## src/rtl/serdesphy_rx_frame_align.sv

```systemverilog
// RX frame aligner: hunts a sync word at any bit offset, confirms it at the frame
// period, and emits payload nibbles while locked; re-hunts after repeated misses.
module serdesphy_rx_frame_align #(
   parameter logic [7:0] SYNC_WORD = 8'hD2,
   parameter int         FRAME_LEN = 8,
   parameter int         LOCK_GOOD = 2,
   parameter int         LOSS_BAD  = 3
) (
   input  logic       i_clk_240m_rx,
   input  logic       i_rst_240m_rx,
   input  logic       i_rx_serial_data,
   input  logic       i_rx_serial_valid,
   input  logic       i_rx_serial_error,
   input  logic       i_rx_align_rst,
   output logic [3:0] o_rx_data,
   output logic       o_rx_valid,
   output logic       o_rx_aligned,
   output logic [1:0] o_align_state,
   output logic       o_sync_miss,
   output logic       o_rx_error
);

   localparam int POS_W = $clog2(FRAME_LEN * 4);
   localparam logic [POS_W-1:0] LP_POS_LAST     = POS_W'(FRAME_LEN * 4 - 1);
   localparam logic [POS_W-1:0] LP_POS_SYNC_END = POS_W'(7);
   localparam logic [POS_W-1:0] LP_POS_PAY      = POS_W'(8);
   localparam logic [POS_W-1:0] LP_POS_ONE      = POS_W'(1);
   localparam logic [3:0]       LP_LOCK_GOOD    = 4'(LOCK_GOOD);
   localparam logic [3:0]       LP_LOSS_BAD     = 4'(LOSS_BAD);

   localparam logic [1:0] ST_HUNT   = 2'd0;
   localparam logic [1:0] ST_VERIFY = 2'd1;
   localparam logic [1:0] ST_LOCKED = 2'd2;

   // Only the low 7 history bits are ever looked at; the 8th comes from the live input.
   logic [6:0]       r_sr;
   logic [3:0]       r_fill;
   logic [POS_W-1:0] r_pos;
   logic [3:0]       r_good;
   logic [3:0]       r_bad;
   logic [1:0]       r_state;
   logic [3:0]       r_rx_data;
   logic             r_rx_valid;
   logic             r_aligned;
   logic             r_sync_miss;
   logic             r_rx_error;

   logic [7:0]       w_cand;
   logic             w_sync_hit;
   logic [6:0]       w_sr_next;
   logic [3:0]       w_fill_next;
   logic [POS_W-1:0] w_pos_next;
   logic [3:0]       w_good_next;
   logic [3:0]       w_bad_next;
   logic [1:0]       w_state_next;
   logic [3:0]       w_rx_data_next;
   logic             w_rx_valid_next;
   logic             w_sync_miss_next;
   logic             w_rx_error_next;

   assign w_cand     = {r_sr, i_rx_serial_data};
   assign w_sync_hit = (w_cand == SYNC_WORD);

   always_comb begin
      w_sr_next        = r_sr;
      w_fill_next      = r_fill;
      w_pos_next       = r_pos;
      w_good_next      = r_good;
      w_bad_next       = r_bad;
      w_state_next     = r_state;
      w_rx_data_next   = r_rx_data;
      w_rx_valid_next  = 1'b0;
      w_sync_miss_next = 1'b0;
      w_rx_error_next  = r_rx_error;

      if (i_rx_serial_valid) begin
         w_sr_next   = w_cand[6:0];
         w_fill_next = (r_fill == 4'd8) ? r_fill : r_fill + 4'd1;
         w_pos_next  = (r_pos == LP_POS_LAST) ? '0 : r_pos + LP_POS_ONE;
         if (i_rx_serial_error) begin
            w_rx_error_next = 1'b1;
         end

         case (r_state)
            ST_HUNT: begin
               if (r_fill >= 4'd7 && w_sync_hit) begin
                  w_state_next = ST_VERIFY;
                  w_pos_next   = LP_POS_PAY;
                  w_good_next  = '0;
               end
            end
            ST_VERIFY: begin
               if (r_pos == LP_POS_SYNC_END) begin
                  if (w_sync_hit) begin
                     w_good_next = r_good + 4'd1;
                     if (r_good + 4'd1 == LP_LOCK_GOOD) begin
                        w_state_next = ST_LOCKED;
                        w_bad_next   = '0;
                     end
                  end else begin
                     w_sync_miss_next = 1'b1;
                     w_state_next     = ST_HUNT;
                     w_fill_next      = '0;
                  end
               end
            end
            ST_LOCKED: begin
               if (r_pos == LP_POS_SYNC_END) begin
                  if (w_sync_hit) begin
                     w_bad_next = '0;
                  end else begin
                     w_sync_miss_next = 1'b1;
                     w_bad_next       = r_bad + 4'd1;
                     if (r_bad + 4'd1 == LP_LOSS_BAD) begin
                        w_state_next = ST_HUNT;
                        w_fill_next  = '0;
                     end
                  end
               end
               // Last bit of a payload nibble completes it.
               if (r_pos >= LP_POS_PAY && r_pos[1:0] == 2'b11) begin
                  w_rx_data_next  = {r_sr[2:0], i_rx_serial_data};
                  w_rx_valid_next = 1'b1;
               end
            end
            default: begin
               w_state_next = ST_HUNT;
               w_fill_next  = '0;
            end
         endcase
      end

      // Restart overrides any decision made on the same bit; the shifter keeps running.
      if (i_rx_align_rst) begin
         w_state_next     = ST_HUNT;
         w_fill_next      = '0;
         w_good_next      = '0;
         w_bad_next       = '0;
         w_pos_next       = '0;
         w_rx_error_next  = 1'b0;
         w_rx_valid_next  = 1'b0;
         w_sync_miss_next = 1'b0;
      end
   end

   always_ff @(posedge i_clk_240m_rx or posedge i_rst_240m_rx) begin
      if (i_rst_240m_rx) begin
         r_sr        <= '0;
         r_fill      <= '0;
         r_pos       <= '0;
         r_good      <= '0;
         r_bad       <= '0;
         r_state     <= ST_HUNT;
         r_rx_data   <= '0;
         r_rx_valid  <= 1'b0;
         r_aligned   <= 1'b0;
         r_sync_miss <= 1'b0;
         r_rx_error  <= 1'b0;
      end else begin
         r_sr        <= w_sr_next;
         r_fill      <= w_fill_next;
         r_pos       <= w_pos_next;
         r_good      <= w_good_next;
         r_bad       <= w_bad_next;
         r_state     <= w_state_next;
         r_rx_data   <= w_rx_data_next;
         r_rx_valid  <= w_rx_valid_next;
         r_aligned   <= (w_state_next == ST_LOCKED);
         r_sync_miss <= w_sync_miss_next;
         r_rx_error  <= w_rx_error_next;
      end
   end

   assign o_rx_data     = r_rx_data;
   assign o_rx_valid    = r_rx_valid;
   assign o_rx_aligned  = r_aligned;
   assign o_align_state = r_state;
   assign o_sync_miss   = r_sync_miss;
   assign o_rx_error    = r_rx_error;

endmodule

```

## config.mk

```make
export PLATFORM = sky130hd
export DESIGN_NAME = serdesphy_rx_frame_align
export DESIGN_NICKNAME = d
export VERILOG_FILES = /design/src/rtl/serdesphy_rx_frame_align.sv
export SDC_FILE = /design/constraint.sdc
export NUM_CORES = 1
export LEC_CHECK = 0
export ABC_AREA = 0
export BUFFER_PORTS_ARGS = -buffer_cell sky130_fd_sc_hd__buf_2
export CAP_MARGIN = 20
export CORE_ASPECT_RATIO = 0.7
export CORE_MARGIN = 2
export CORE_UTILIZATION = 64
export DETAILED_ROUTE_END_ITERATION = 10
export GPL_TIMING_DRIVEN = 0
export PLACE_DENSITY = 0.94
export SYNTH_ARGS = -nofsm -noshare
export SYNTH_HDL_FRONTEND = slang
export SYNTH_SLANG_ARGS = --single-unit
```

## constraint.sdc

```tcl
create_clock -name i_clk_240m_rx -period 4.52 [get_ports i_clk_240m_rx]
set_input_delay 0.226 -clock i_clk_240m_rx [delete_from_list [all_inputs] [get_ports i_clk_240m_rx]]
set_output_delay 0.226 -clock i_clk_240m_rx [all_outputs]
set_load 0.02 [all_outputs]
```

==> out/results.env <==
RESULT_OF_THE_RUN='complete, but fails checks'
VIOLATED_CHECKS='hold timing'
FLOORPLAN.INITIALDENSITY_PCT=69.2
SYNTHESIS.AREA_PER_INSTANCE_SQ_UM=10.1
YOSYS.AREA.TOP_TYPE_SHARE_PCT=42.9
BUFFER_PORTS.INSERTED=15
ROUTED_WIRELENGTH_MM=4.22
HOLD_SLACK_FINAL_NS=-0.00736
CTS_MAX_PATH_BUFFERS=2
HP-CLASS='input pin to async pin'
NUM_IO_PINS=16
CRIT_BUF_INV=0
IR_DROP_uV=238
FINALNETCOUNT=238
POSTSYNTHCELLCOUNT=196
FP.COREAREA_SQ_UM=2860
GRT_MAX_DEGREE=23
CRIT_PATH_KIND='register to register'
WIRE_LENGTH_OF_THE_FIRST_GLOBAL_ROUTING_PASS_MM=7.04
LEAKAGE_nW=1.05
DRT-WIRELENGTH-PER-CELL_MICRONS=16.5
POST_CTS_BUFFERS=0
FLOORPLAN.DIE.HEIGHT_MICRONS=50.6
FIN_SETUP_TNS_NS=0
CLK_PIN_SLEW_NS=0.07
GPL_CONGESTION=0.892
CLOCK.FMAX_MHz=436
START_KIND='register'
NUMBER_OF_CLOCK_BUFFERS_INSERTED_BY_TRITONCTS=5
POST_CTS_RESIZED=0
DRT_PASS1_ITERATIONS=4
GRT_ANTENNA_BEFORE_REPAIR=0
FIN_SKEW_NS=0.00314
TIMING_HOLD_VIOLATIONS_FINAL=12
TIMING.MAX_SLEW.REL_SLACK_PCT=61.6
TIMING.CRITICAL_PATH.CELLS='ha_1 -> or4b_1 -> o31ai_2 -> o21ai_1 -> and3_1 -> a211o_1 -> nor4_2'
OVERALL_POWER_mW=0.628
WORST-ENDPOINT-REQUIRED_NS=4.70
GRTUSAGETOTAL_PCT=25.8
LAYOUT-AREA-OVERHEAD-VS-SYNTH_PCT=12.1
REG2REG_SETUP_SLACK_NS=2.22
CRIT_FAMILY='simple AND/OR/NAND/NOR gates'
DRT_DRC=0
NETS_IN_THE_SYNTHESIZED_NETLIST=215
CTS_TREE='built'
RSZ0062_AT_GRT='false'
ASYNC_FLOP_SHARE_PCT=100
SYNTH.LARGEST_AREA_CELL='dfrtp_1'
YOSYS-TOP-CELLS-AREA='dfrtp_1, ha_1, mux2_2'
FLOORPLAN.DIE.WIDTH_MICRONS=70.5
FIRST_ITER_VIOLATIONS=140
SYNTH-EDFF-COUNT=0
FP.DIEAREA_SQ_UM=3560
CELL_WITH_THE_LARGEST_STAGE_DELAY_ON_THE_WORST_PATH='or4b_1'
CAP_VIOL_MAX_COUNT=0
CTS_HOLD_BUF=0
WORSTMARGINPINSLEW_NS=0.576
ROUTED-VIA-COUNT=1559
YOSYS.CELL_TYPES.COUNT=51
GRT_RESIDUAL_OVERFLOW=0
GRT_PASS1_VIAS=1498
POWER.DENSITY_CELL_AREA_nW_PER_UM2=283
SYNTH_SEQ_CELLS=34
CRITPATHMAXFANOUT=7
YOSYS-TOP-CELLS-COUNT='dfrtp_1, nand2_1, inv_1'
VIASPERCELL=6.09
PLACEMENTROWS=16
SETUP_VIOL_COUNT_FINAL=0
ANTENNA_LEFT=0
SYNTH_MOST_COMMON_CELL='dfrtp_1'
SYNTHFLOPTYPE='dfrtp_1'
ROOT_BUFFER='clkbuf_8'
CLOCK_LATENCY_NS=0.28
POST_SYNTH_INSTANCE_AREA_SQ_UM=1980
DRIVE_GT1_SHARE_PCT=20.5
PERIOD_MINUS_SLACK_NS=2.30
H_TREE_DEPTH=2
CTS_SINKS=34
LAYOUT_WORST_PATH_CYCLE_SHARE_PCT=50.8
NUM_ANTENNA_CELLS=0
CRIT_PATH_END_KIND='register'
MAXSLEWVIOLCOUNT=0
CP_SLOWEST_STAGE_DELAY_NS=0.55
PLACE_HPWL_MM=2.92
CRIT_ARRIVAL_NS=2.48
SYNTH.YOSYS.WARNINGS=0
YS_SEQ_AREA_SHARE_PCT=42.9
==> power breakdown <==
part	internal (mW)	total [mW]	switching, mW
logic	0.0282	0.0590	0.0309
clock network	0.123	0.229	0.106
registers	0.323	0.341	0.0175
total	0.474	0.628	0.154
==> metal layers <==
layer / share of wire [%] / track usage, % / vias up
met3: 4.6 / 6.63 / 8
met4: 1.5 / 9.29 / 0
met5: 0 / 0 / -
met1: 45 / 35.5 / 753
li1: - / - / 752
met2: 49 / 39.8 / 46
==> stage by stage <==
stage | hold WS [ns] | utilization, % | cells | cell area (sq um) | worst slack, ns
after floorplan | 0.368 | - | 196 | 1980 | 2.44
after global placement | 0.467 | 73.4 | 247 | 2100 | 2.29
after global routing | 0.0358 | 77.6 | 256 | 2220 | 2.07
after CTS | 0.00741 | 77.6 | 256 | 2220 | 2.21
final | -0.00736 | 77.6 | 256 | 2220 | 2.22
after detailed placement | 0.311 | 74.4 | 248 | 2130 | 2.24
==> cell usage in the layout, fill, tap and decap left out, types with 2 or more instances in the layout <==
cell and count:
a21oi_1 9, and3_2 2, nor3_1 6, ha_1 13
nand2_1 18, o22ai_1 4, o21ai_1 6, inv_1 14
and2_1 3, nand4b_1 2, nor2_1 12, buf_2 16
nor3b_1 3, o21ai_0 6, a41oi_1 2, mux2_2 12
nand3_1 7, a41o_1 2, and3_1 2, clkbuf_1 3
clkbuf_8 6, nand2b_1 7, dfrtp_1 34
==> sequential cells by signal, summed over array words and instances (netlist names) <==
register / flops
o_rx_data: 4
o_rx_aligned: 1
r_good: 4
r_pos: 5
o_rx_valid: 1
r_bad: 4
o_rx_error: 1
o_sync_miss: 1
r_fill: 4
o_align_state: 2
r_sr: 7
==> final timing paths <==
path | start | depth (start not counted) | end
min | i_rst_240m_rx | 2 | r_sr[5]
max in group asynchronous | i_rst_240m_rx | 3 | r_good[3]
max | r_good[0] | 7 | o_rx_aligned
min reg2reg | r_sr[6] | 1 | r_sr[6]
min in group i_clk_240m_rx | i_rx_serial_error | 3 | o_rx_error
max reg2reg | r_good[0] | 7 | o_rx_aligned
==> cell type report <==
type	count	area, sq um
Buffer	5	38.8
Clock buffer	7	86.3
Clock inverter	1	5.00
Fill cell	180	642
Inverter	14	52.6
Multi-Input combinational cell	143	1040
Sequential cell	34	851
Tap cell	36	45.0
Timing Repair Buffer	16	103
==> logic make-up (layout without fill, tap and decap cells) <==
group | Yosys count | count (layout) | share of synthesized area (%)
xor gates and xnor gates | 1 | 1 | 0.442
AOI/OAI and AO/OA | 41 | 41 | 14.5
DFF | 34 | 34 | 42.9
adders and majority gates | 13 | 13 | 8.21
and+or+nand+nor | 74 | 74 | 21.5
buffers and inverters | 19 | 43 | 4.61
muxes | 14 | 14 | 7.89
(Power assumes the default switching activity.)
